--- src/rtl/tick_divider_if.sv ---
// Bus for tick_divider: run enable, programmable divisor load, and all tick/square outputs.
//   master: drives en, prog_div, prog_load; observes tick, sq, prog_pending, prog_tick, prog_sq
//   slave : the divider itself
interface tick_divider_if #(
  parameter int unsigned CNT_W  = 27,
  parameter int unsigned NUM_CH = 2
) ();

  logic              en;
  logic [NUM_CH-1:0] tick;
  logic [NUM_CH-1:0] sq;
  logic [CNT_W-1:0]  prog_div;
  logic              prog_load;
  logic              prog_pending;
  logic              prog_tick;
  logic              prog_sq;

  modport master (
    output en, prog_div, prog_load,
    input  tick, sq, prog_pending, prog_tick, prog_sq
  );

  modport slave (
    input  en, prog_div, prog_load,
    output tick, sq, prog_pending, prog_tick, prog_sq
  );

endinterface

--- src/rtl/tick_divider.sv ---
// Multi-channel clock-enable generator: NUM_CH fixed-rate channels plus one
// run-time programmable channel. Each channel emits a one-cycle tick every D
// enabled cycles and a square wave toggling on each tick.
//   clk  : system clock
//   rst  : asynchronous active-high reset
//   bus  : tick_divider_if.slave (en, tick, sq, prog_div, prog_load,
//          prog_pending, prog_tick, prog_sq); all outputs registered
module tick_divider #(
  parameter int unsigned              CNT_W        = 27,
  parameter int unsigned              NUM_CH       = 2,
  parameter logic [NUM_CH*CNT_W-1:0]  DIV_VEC      = {27'd50_000_000, 27'd100_000},
  parameter logic [CNT_W-1:0]         PROG_RST_DIV = 27'd10_000_000
) (
  input logic          clk,
  input logic          rst,
  tick_divider_if.slave bus
);

  // Terminal count for a divisor; a divisor of 0 behaves as 1.
  function automatic logic [CNT_W-1:0] eff_lim(input logic [CNT_W-1:0] div);
    eff_lim = (div == '0) ? '0 : div - CNT_W'(1);
  endfunction

  logic [NUM_CH-1:0][CNT_W-1:0] cnt_q, cnt_d;
  logic [NUM_CH-1:0]            tick_q, tick_d;
  logic [NUM_CH-1:0]            sq_q, sq_d;

  logic [CNT_W-1:0] pcnt_q, pcnt_d;
  logic [CNT_W-1:0] pdiv_q, pdiv_d;       // active programmable divisor
  logic [CNT_W-1:0] pend_div_q, pend_div_d;
  logic             pend_q, pend_d;
  logic             ptick_q, ptick_d;
  logic             psq_q, psq_d;
  logic             pwrap_c;

  // State registers
  always_ff @(posedge clk or posedge rst) begin
    if (rst) begin
      cnt_q      <= '0;
      tick_q     <= '0;
      sq_q       <= '0;
      pcnt_q     <= '0;
      pdiv_q     <= PROG_RST_DIV;
      pend_div_q <= '0;
      pend_q     <= 1'b0;
      ptick_q    <= 1'b0;
      psq_q      <= 1'b0;
    end else begin
      cnt_q      <= cnt_d;
      tick_q     <= tick_d;
      sq_q       <= sq_d;
      pcnt_q     <= pcnt_d;
      pdiv_q     <= pdiv_d;
      pend_div_q <= pend_div_d;
      pend_q     <= pend_d;
      ptick_q    <= ptick_d;
      psq_q      <= psq_d;
    end
  end

  // Fixed channels
  always_comb begin
    cnt_d  = cnt_q;
    tick_d = '0;
    sq_d   = sq_q;
    if (bus.en) begin
      for (int unsigned i = 0; i < NUM_CH; i++) begin
        if (cnt_q[i] == eff_lim(DIV_VEC[i*CNT_W +: CNT_W])) begin
          cnt_d[i]  = '0;
          tick_d[i] = 1'b1;
          sq_d[i]   = ~sq_q[i];
        end else begin
          cnt_d[i]  = cnt_q[i] + CNT_W'(1);
        end
      end
    end
  end

  assign pwrap_c = bus.en && (pcnt_q == eff_lim(pdiv_q));

  // Programmable channel; a new divisor only takes effect at a wrap so no
  // period is ever truncated or stretched. A load coinciding with the wrap
  // bypasses the pending register and is applied immediately.
  always_comb begin
    pcnt_d     = pcnt_q;
    pdiv_d     = pdiv_q;
    pend_div_d = pend_div_q;
    pend_d     = pend_q;
    ptick_d    = 1'b0;
    psq_d      = psq_q;

    if (bus.prog_load) begin
      pend_div_d = bus.prog_div;
      pend_d     = 1'b1;
    end

    if (pwrap_c) begin
      pcnt_d  = '0;
      ptick_d = 1'b1;
      psq_d   = ~psq_q;
      if (bus.prog_load) begin
        pdiv_d = bus.prog_div;
      end else if (pend_q) begin
        pdiv_d = pend_div_q;
      end
      pend_d = 1'b0;
    end else if (bus.en) begin
      pcnt_d = pcnt_q + CNT_W'(1);
    end
  end

  assign bus.tick         = tick_q;
  assign bus.sq           = sq_q;
  assign bus.prog_pending = pend_q;
  assign bus.prog_tick    = ptick_q;
  assign bus.prog_sq      = psq_q;

endmodule

--- src/flat_wrapper.sv ---
// flat-port wrapper written by rule: the top's interface ports become plain ports
module tick_divider_flat 
#(
  parameter int unsigned              CNT_W        = 27,
  parameter int unsigned              NUM_CH       = 2,
  parameter logic [NUM_CH*CNT_W-1:0]  DIV_VEC      = {27'd50_000_000, 27'd100_000},
  parameter logic [CNT_W-1:0]         PROG_RST_DIV = 27'd10_000_000
)
  (clk, rst, bus_en, bus_prog_div, bus_prog_load, bus_tick, bus_sq, bus_prog_pending, bus_prog_tick, bus_prog_sq);
  tick_divider_if #(.CNT_W(CNT_W), .NUM_CH(NUM_CH)) bus_i ();
  input logic clk;
  input logic rst;
  input wire logic [$bits(bus_i.en)-1:0] bus_en;
  input wire logic [$bits(bus_i.prog_div)-1:0] bus_prog_div;
  input wire logic [$bits(bus_i.prog_load)-1:0] bus_prog_load;
  output wire logic [$bits(bus_i.tick)-1:0] bus_tick;
  output wire logic [$bits(bus_i.sq)-1:0] bus_sq;
  output wire logic [$bits(bus_i.prog_pending)-1:0] bus_prog_pending;
  output wire logic [$bits(bus_i.prog_tick)-1:0] bus_prog_tick;
  output wire logic [$bits(bus_i.prog_sq)-1:0] bus_prog_sq;
  assign bus_i.en = bus_en;
  assign bus_i.prog_div = bus_prog_div;
  assign bus_i.prog_load = bus_prog_load;
  assign bus_tick = bus_i.tick;
  assign bus_sq = bus_i.sq;
  assign bus_prog_pending = bus_i.prog_pending;
  assign bus_prog_tick = bus_i.prog_tick;
  assign bus_prog_sq = bus_i.prog_sq;
  tick_divider #(.CNT_W(CNT_W), .NUM_CH(NUM_CH), .DIV_VEC(DIV_VEC), .PROG_RST_DIV(PROG_RST_DIV)) u_core (.clk(clk), .rst(rst), .bus(bus_i));
endmodule
--- config.mk ---
export PLATFORM = sky130hd
export DESIGN_NAME = tick_divider_flat
export DESIGN_NICKNAME = d
export VERILOG_FILES = /design/src/rtl/tick_divider_if.sv /design/src/rtl/tick_divider.sv /design/src/flat_wrapper.sv
export SDC_FILE = /design/constraint.sdc
export NUM_CORES = 1
export LEC_CHECK = 0
export BUFFER_PORTS_ARGS = -buffer_cell sky130_fd_sc_hd__buf_2
export CAP_MARGIN = 20
export CELL_PAD_IN_SITES_DETAIL_PLACEMENT = 1
export CELL_PAD_IN_SITES_GLOBAL_PLACEMENT = 2
export CORE_MARGIN = 3
export CORE_UTILIZATION = 44
export DETAILED_ROUTE_END_ITERATION = 10
export GPL_ROUTABILITY_DRIVEN = 0
export GPL_TIMING_DRIVEN = 0
export HOLD_SLACK_MARGIN = 0.05
export PLACE_DENSITY = 0.94
export REMOVE_ABC_BUFFERS = 1
export SLEW_MARGIN = 15
export SYNTH_ARGS = -nofsm -noshare
export SYNTH_HDL_FRONTEND = slang
export SYNTH_SLANG_ARGS = --single-unit
--- constraint.sdc ---
create_clock -name clk -period 12.73 [get_ports clk]
set_input_delay 2.546 -clock clk [delete_from_list [all_inputs] [get_ports clk]]
set_output_delay 2.546 -clock clk [all_outputs]
set_load 0.02 [all_outputs]
==> results.md <==
Outcome:
- The run finished with clean final reports.

Clocking:
- The TritonCTS clock tree is done.
- The number of resized instances in the post-cts repair step is 0.
- Counting every sink on the clock net gives 142.
- In this run the number of H-tree levels came out at 4.
- The number of buffers on the longest clock path is 2.
- CTS placed an instance of sky130_fd_sc_hd__clkbuf_16 at the clock tree root.
- The number of hold buffers added after CTS is 0.
- For the worst-skew pair, the clock arrives at the later sink with an insertion delay of 420 ps.
- After clock tree synthesis, the clock-pin slew on the worst setup and hold paths is 70 ps.
- The number of buffers inserted during clock tree synthesis is 17.
- The buffers inserted during post-CTS setup optimization is 0.

STA:
- Setup violations remaining at the end of the flow were counted as 0.
- The headroom to the max-slew limit is 0.3790.
- The smallest clock period supported by the final layout is computed as 5349 ps.
- The achievable clock frequency is 186.9 MHz.
- At the pin with the least slew margin, the transition time is 923.0 ps.
- Dividing the final minimum period by the clock period gives 0.4202.
- After routing, the total negative slack on setup checks comes to 0 ps.
- Setup repair after global routing left no endpoint under its margin.
- The number of slew-limit violations in the final report is 0.
- The final clock skew is 10.95 ps.
- The hold violation count in the final report is 0.

Logic synthesis:
- The fraction of synthesized cell area taken by the top area cell type is 0.4468.
- The post-synthesis cell type count is 62.
- Ranked by total cell area, the synthesized netlist is headed by sky130_fd_sc_hd__dfrtp_1 45%, sky130_fd_sc_hd__xor2_1 6.3%, sky130_fd_sc_hd__xnor2_1 5.5%.
- The synthesized design contains 0 enable-type register cells.
- The top flip-flop cell by instance count after synthesis is sky130_fd_sc_hd__dfrtp_1.
- The synthesized netlist occupies a cell area of 7505 um2.
- For this run, the number of Yosys warnings is 0.
- The share of flip-flops with an asynchronous set or reset is 1.000.
- The number of flip-flops and latches in the synthesized netlist is 142.
- The proportion of synthesized chip area in sequential cells is 0.4748.
- The post-synthesis average cell area is 10.34 um2.
- Synthesis handed over a netlist of 726 instances.
- The library cell with the largest summed area after synthesis is sky130_fd_sc_hd__dfrtp_1.

Worst setup path:
- The critical path contains buffers and inverters numbering 2 combined.
- For this run, the slowest stage of the critical path takes 760 ps.
- The path type of the worst setup path is register to register.
- The worst setup path is captured at a register.
- Traced cell by cell, the critical path runs through nor3_2 > nand4_1 > nor3_4 > mux2i_1 > o2111ai_1 > nor4_2 > nand4_1 > nor4_4 > buf_6 > buf_6 > mux2_4.
- The family of cells with the greatest summed delay on the critical path is simple AND/OR/NAND/NOR gates.
- Along the worst path, the maximum fanout reaches 14.
- The nature of the critical path startpoint is a register.
- Data arrives at the worst endpoint at 5660 ps.
- The standard cell with the maximum stage delay on the critical path is sky130_fd_sc_hd__nor3_2.
- The data required time at the worst endpoint is 13040 ps.

GRT:
- The total overflow reported by the global router is 0.
- The largest net degree at the start of global routing is 104.
- Across every metal layer, demand over resource in global routing totals 0.2183.
- The first global-routing pass estimated 32.22 mm of wire.
- The number of global-route vias before repair came to 6399.
- The number of antenna violations at the first check in global routing is 0.

Power and ir drop:
- The net switching power figure is 0.3177 mW.
- The leakage power is 3.999 nW.
- The power per unit of standard cell area is 138.2 nW/um2.
- The part of the total power dissipated in sequential elements is 0.450.
- VDD sags by at most 0.1056 mV.
- The combinational share of power is 0.101.
- The proportion of power drawn by the clock network is 0.449.
- The switching fraction of total power is 0.2678.
- The cell-internal power is 0.8689 mW.

Floorplanning:
- The starting density of the core is 0.4509.
- 38 I/O pins were placed.
- The core region is 16640 um2.
- The die extent in x is 136.6 um.
- In this run the vertical extent of the chip is 136.6 um.
- The initialized floorplan defines 47 standard-cell rows.
- The floorplan step defined a die boundary enclosing 18660 um2.

Layout:
- Summing all flip-flop and latch instances after layout gives 3563 um2.
- Counting the fill cells in the layout gives 1806.
- The proportion of layout cells with a drive suffix above 1 is 0.2069.
- In the final layout, the multi-input gates occupy 3801 um2.
- The area growth from synthesis to layout is 14.44%.
- The repair_antennas step left the layout with diodes totalling 0.
- The count of nets after finishing is 800.
- Summing all non-filler instances in the final layout gives an area of 8588 um2.

Route:
- Once detail routing completed, the nets flagged for antenna violations numbered 0.
- The routed length per instance is 18.87 um.
- The post-detailed-route via-to-cell ratio is 5.745.
- In this run, the number of DRC markers left after iteration 0 of detailed routing was 258.
- After detailed routing, the total wire length is 18.83 mm.
- The total iterations of the first detailed-routing run is 5.
- The total DRC errors in the routed layout is 0.
- The via total after detailed routing is 5734.

Worst hold path:
- The classification of the worst-slack hold path is register to register.

Placed design:
- Summing all placed instances gives a cell area of 7959 um2.
- The wire-length estimate of the detail-placed layout is 13.37 mm.
- The count of buffers inserted at the top-level ports is 37.

Flow run:
- The count of maximum capacitance violations is 0.
## placed cells by master (no fill, tap or decap), types with 13 or more instances in the layout
cell type	synthesis	final
sky130_fd_sc_hd__a21oi_1	14	14
sky130_fd_sc_hd__and3_1	24	24
sky130_fd_sc_hd__buf_2	1	38
sky130_fd_sc_hd__clkbuf_16	0	17
sky130_fd_sc_hd__dfrtp_1	134	134
sky130_fd_sc_hd__mux2_2	36	36
sky130_fd_sc_hd__mux2_4	20	20
sky130_fd_sc_hd__nand2_1	52	52
sky130_fd_sc_hd__nand3_1	35	35
sky130_fd_sc_hd__nand4_1	27	27
sky130_fd_sc_hd__nor2_1	98	98
sky130_fd_sc_hd__nor3_1	15	13
sky130_fd_sc_hd__nor4_1	17	15
sky130_fd_sc_hd__o21ai_0	14	14
sky130_fd_sc_hd__xnor2_1	47	47
sky130_fd_sc_hd__xor2_1	54	54
## cell usage after synthesis (all sizes together) (14+ instances only)
| cell type | n |
|---|---|
| mux2 | 56 |
| nand4 | 27 |
| clkbuf | 21 |
| nand2 | 52 |
| nor4 | 19 |
| nand3 | 35 |
| o21ai | 14 |
| dfrtp | 134 |
| nor3 | 16 |
| a21oi | 14 |
| and3 | 24 |
| nor2 | 98 |
| xor2 | 54 |
| xnor2 | 47 |
## power by group through the flow
stage | registers [mW] | clock network [mW] | logic (mW)
6_report | 0.534 | 0.533 | 0.120
5_1_grt | 0.540 | 0.563 | 0.137
4_1_cts | 0.533 | 0.543 | 0.122
3_5_place_dp | 0.540 | 0 | 0.120
3_3_place_gp | 0.536 | 0 | 0.108
2_1_floorplan | 0.527 | 0 | 0.0890
## flip-flops by register name, summed over array words and instances, names as in the netlist
| register | count |
|---|---|
| u_core.bus.tick | 2 |
| u_core.pend_div_q | 27 |
| u_core.bus.sq | 2 |
| u_core.cnt_q | 54 |
| u_core.pcnt_q | 27 |
| u_core.bus.prog_sq | 1 |
| u_core.bus.prog_pending | 1 |
| u_core.bus.prog_tick | 1 |
| u_core.pdiv_q | 27 |
## final timing paths
path / end / cells past startpoint / from / slack (ps)
hold reg to reg: u_core.bus.sq[1] / 1 / u_core.bus.sq[1] / 470
setup / recovery: u_core.pdiv_q[4] / 11 / u_core.pdiv_q[2] / 7380
setup reg to reg: u_core.pdiv_q[4] / 11 / u_core.pdiv_q[2] / 7380
max in group asynchronous: u_core.pdiv_q[19] / 3 / rst / 9820
hold / removal: u_core.bus.sq[1] / 1 / u_core.bus.sq[1] / 470
min in group asynchronous: u_core.bus.sq[0] / 2 / rst / 2100
## final cells by class
| type | count | area share |
|---|---|---|
| tap | 220 | 0.03205 |
| multi-input combinational | 549 | 0.4426 |
| clock inverter | 13 | 0.02054 |
| sequential | 142 | 0.4149 |
| timing repair buffer | 46 | 0.03234 |
| inverter | 9 | 0.004808 |
| clock buffer | 19 | 0.05274 |
## worst register-to-register path, stage by stage, from the launching register on
cell and delay, ps:
sky130_fd_sc_hd__dfrtp_1 450, sky130_fd_sc_hd__nor3_2 760, sky130_fd_sc_hd__nand4_1 680, sky130_fd_sc_hd__nor3_4 680
sky130_fd_sc_hd__mux2i_1 360, sky130_fd_sc_hd__o2111ai_1 180, sky130_fd_sc_hd__nor4_2 390, sky130_fd_sc_hd__nand4_1 190
sky130_fd_sc_hd__nor4_4 750, sky130_fd_sc_hd__buf_6 280, sky130_fd_sc_hd__buf_6 200, sky130_fd_sc_hd__mux2_4 320
## per-stage QoR
step	cells	total power [mW]	hold slack [ps]	worst slack [ps]	util
2_1_floorplan	700	0.6157	438.4	6388	-
6_report	998	1.187	468.6	7381	0.5161
3_3_place_gp	957	0.6444	449.5	4467	0.4709
4_1_cts	998	1.198	471.8	7413	0.5161
3_5_place_dp	966	0.6602	461.0	6966	0.4782
5_1_grt	998	1.240	488.4	7071	0.5161
## routing by layer
metal / GRT usage / up-vias / share of wire
met2: 0.3907 / 108 / 0.52
met1: 0.2630 / 2948 / 0.42
li1: - / 2646 / -
met4: 0.06999 / 0 / 0.021
met5: 0 / - / 0
met3: 0.04375 / 32 / 0.039
## kinds of logic (layout without fill, tap and decap cells)
logic type	Yosys count	in the layout	synth area share
AO/OA/AOI/OAI	62	62	0.05685
XOR/XNOR	102	102	0.1209
adder cells (fa/ha/maj)	4	4	0.006669
buffers and inverters	35	87	0.02167
flip-flops	142	142	0.4748
multiplexers	61	61	0.1007
AND/OR/NAND/NOR	320	320	0.2184
(Power assumes the default switching activity.)
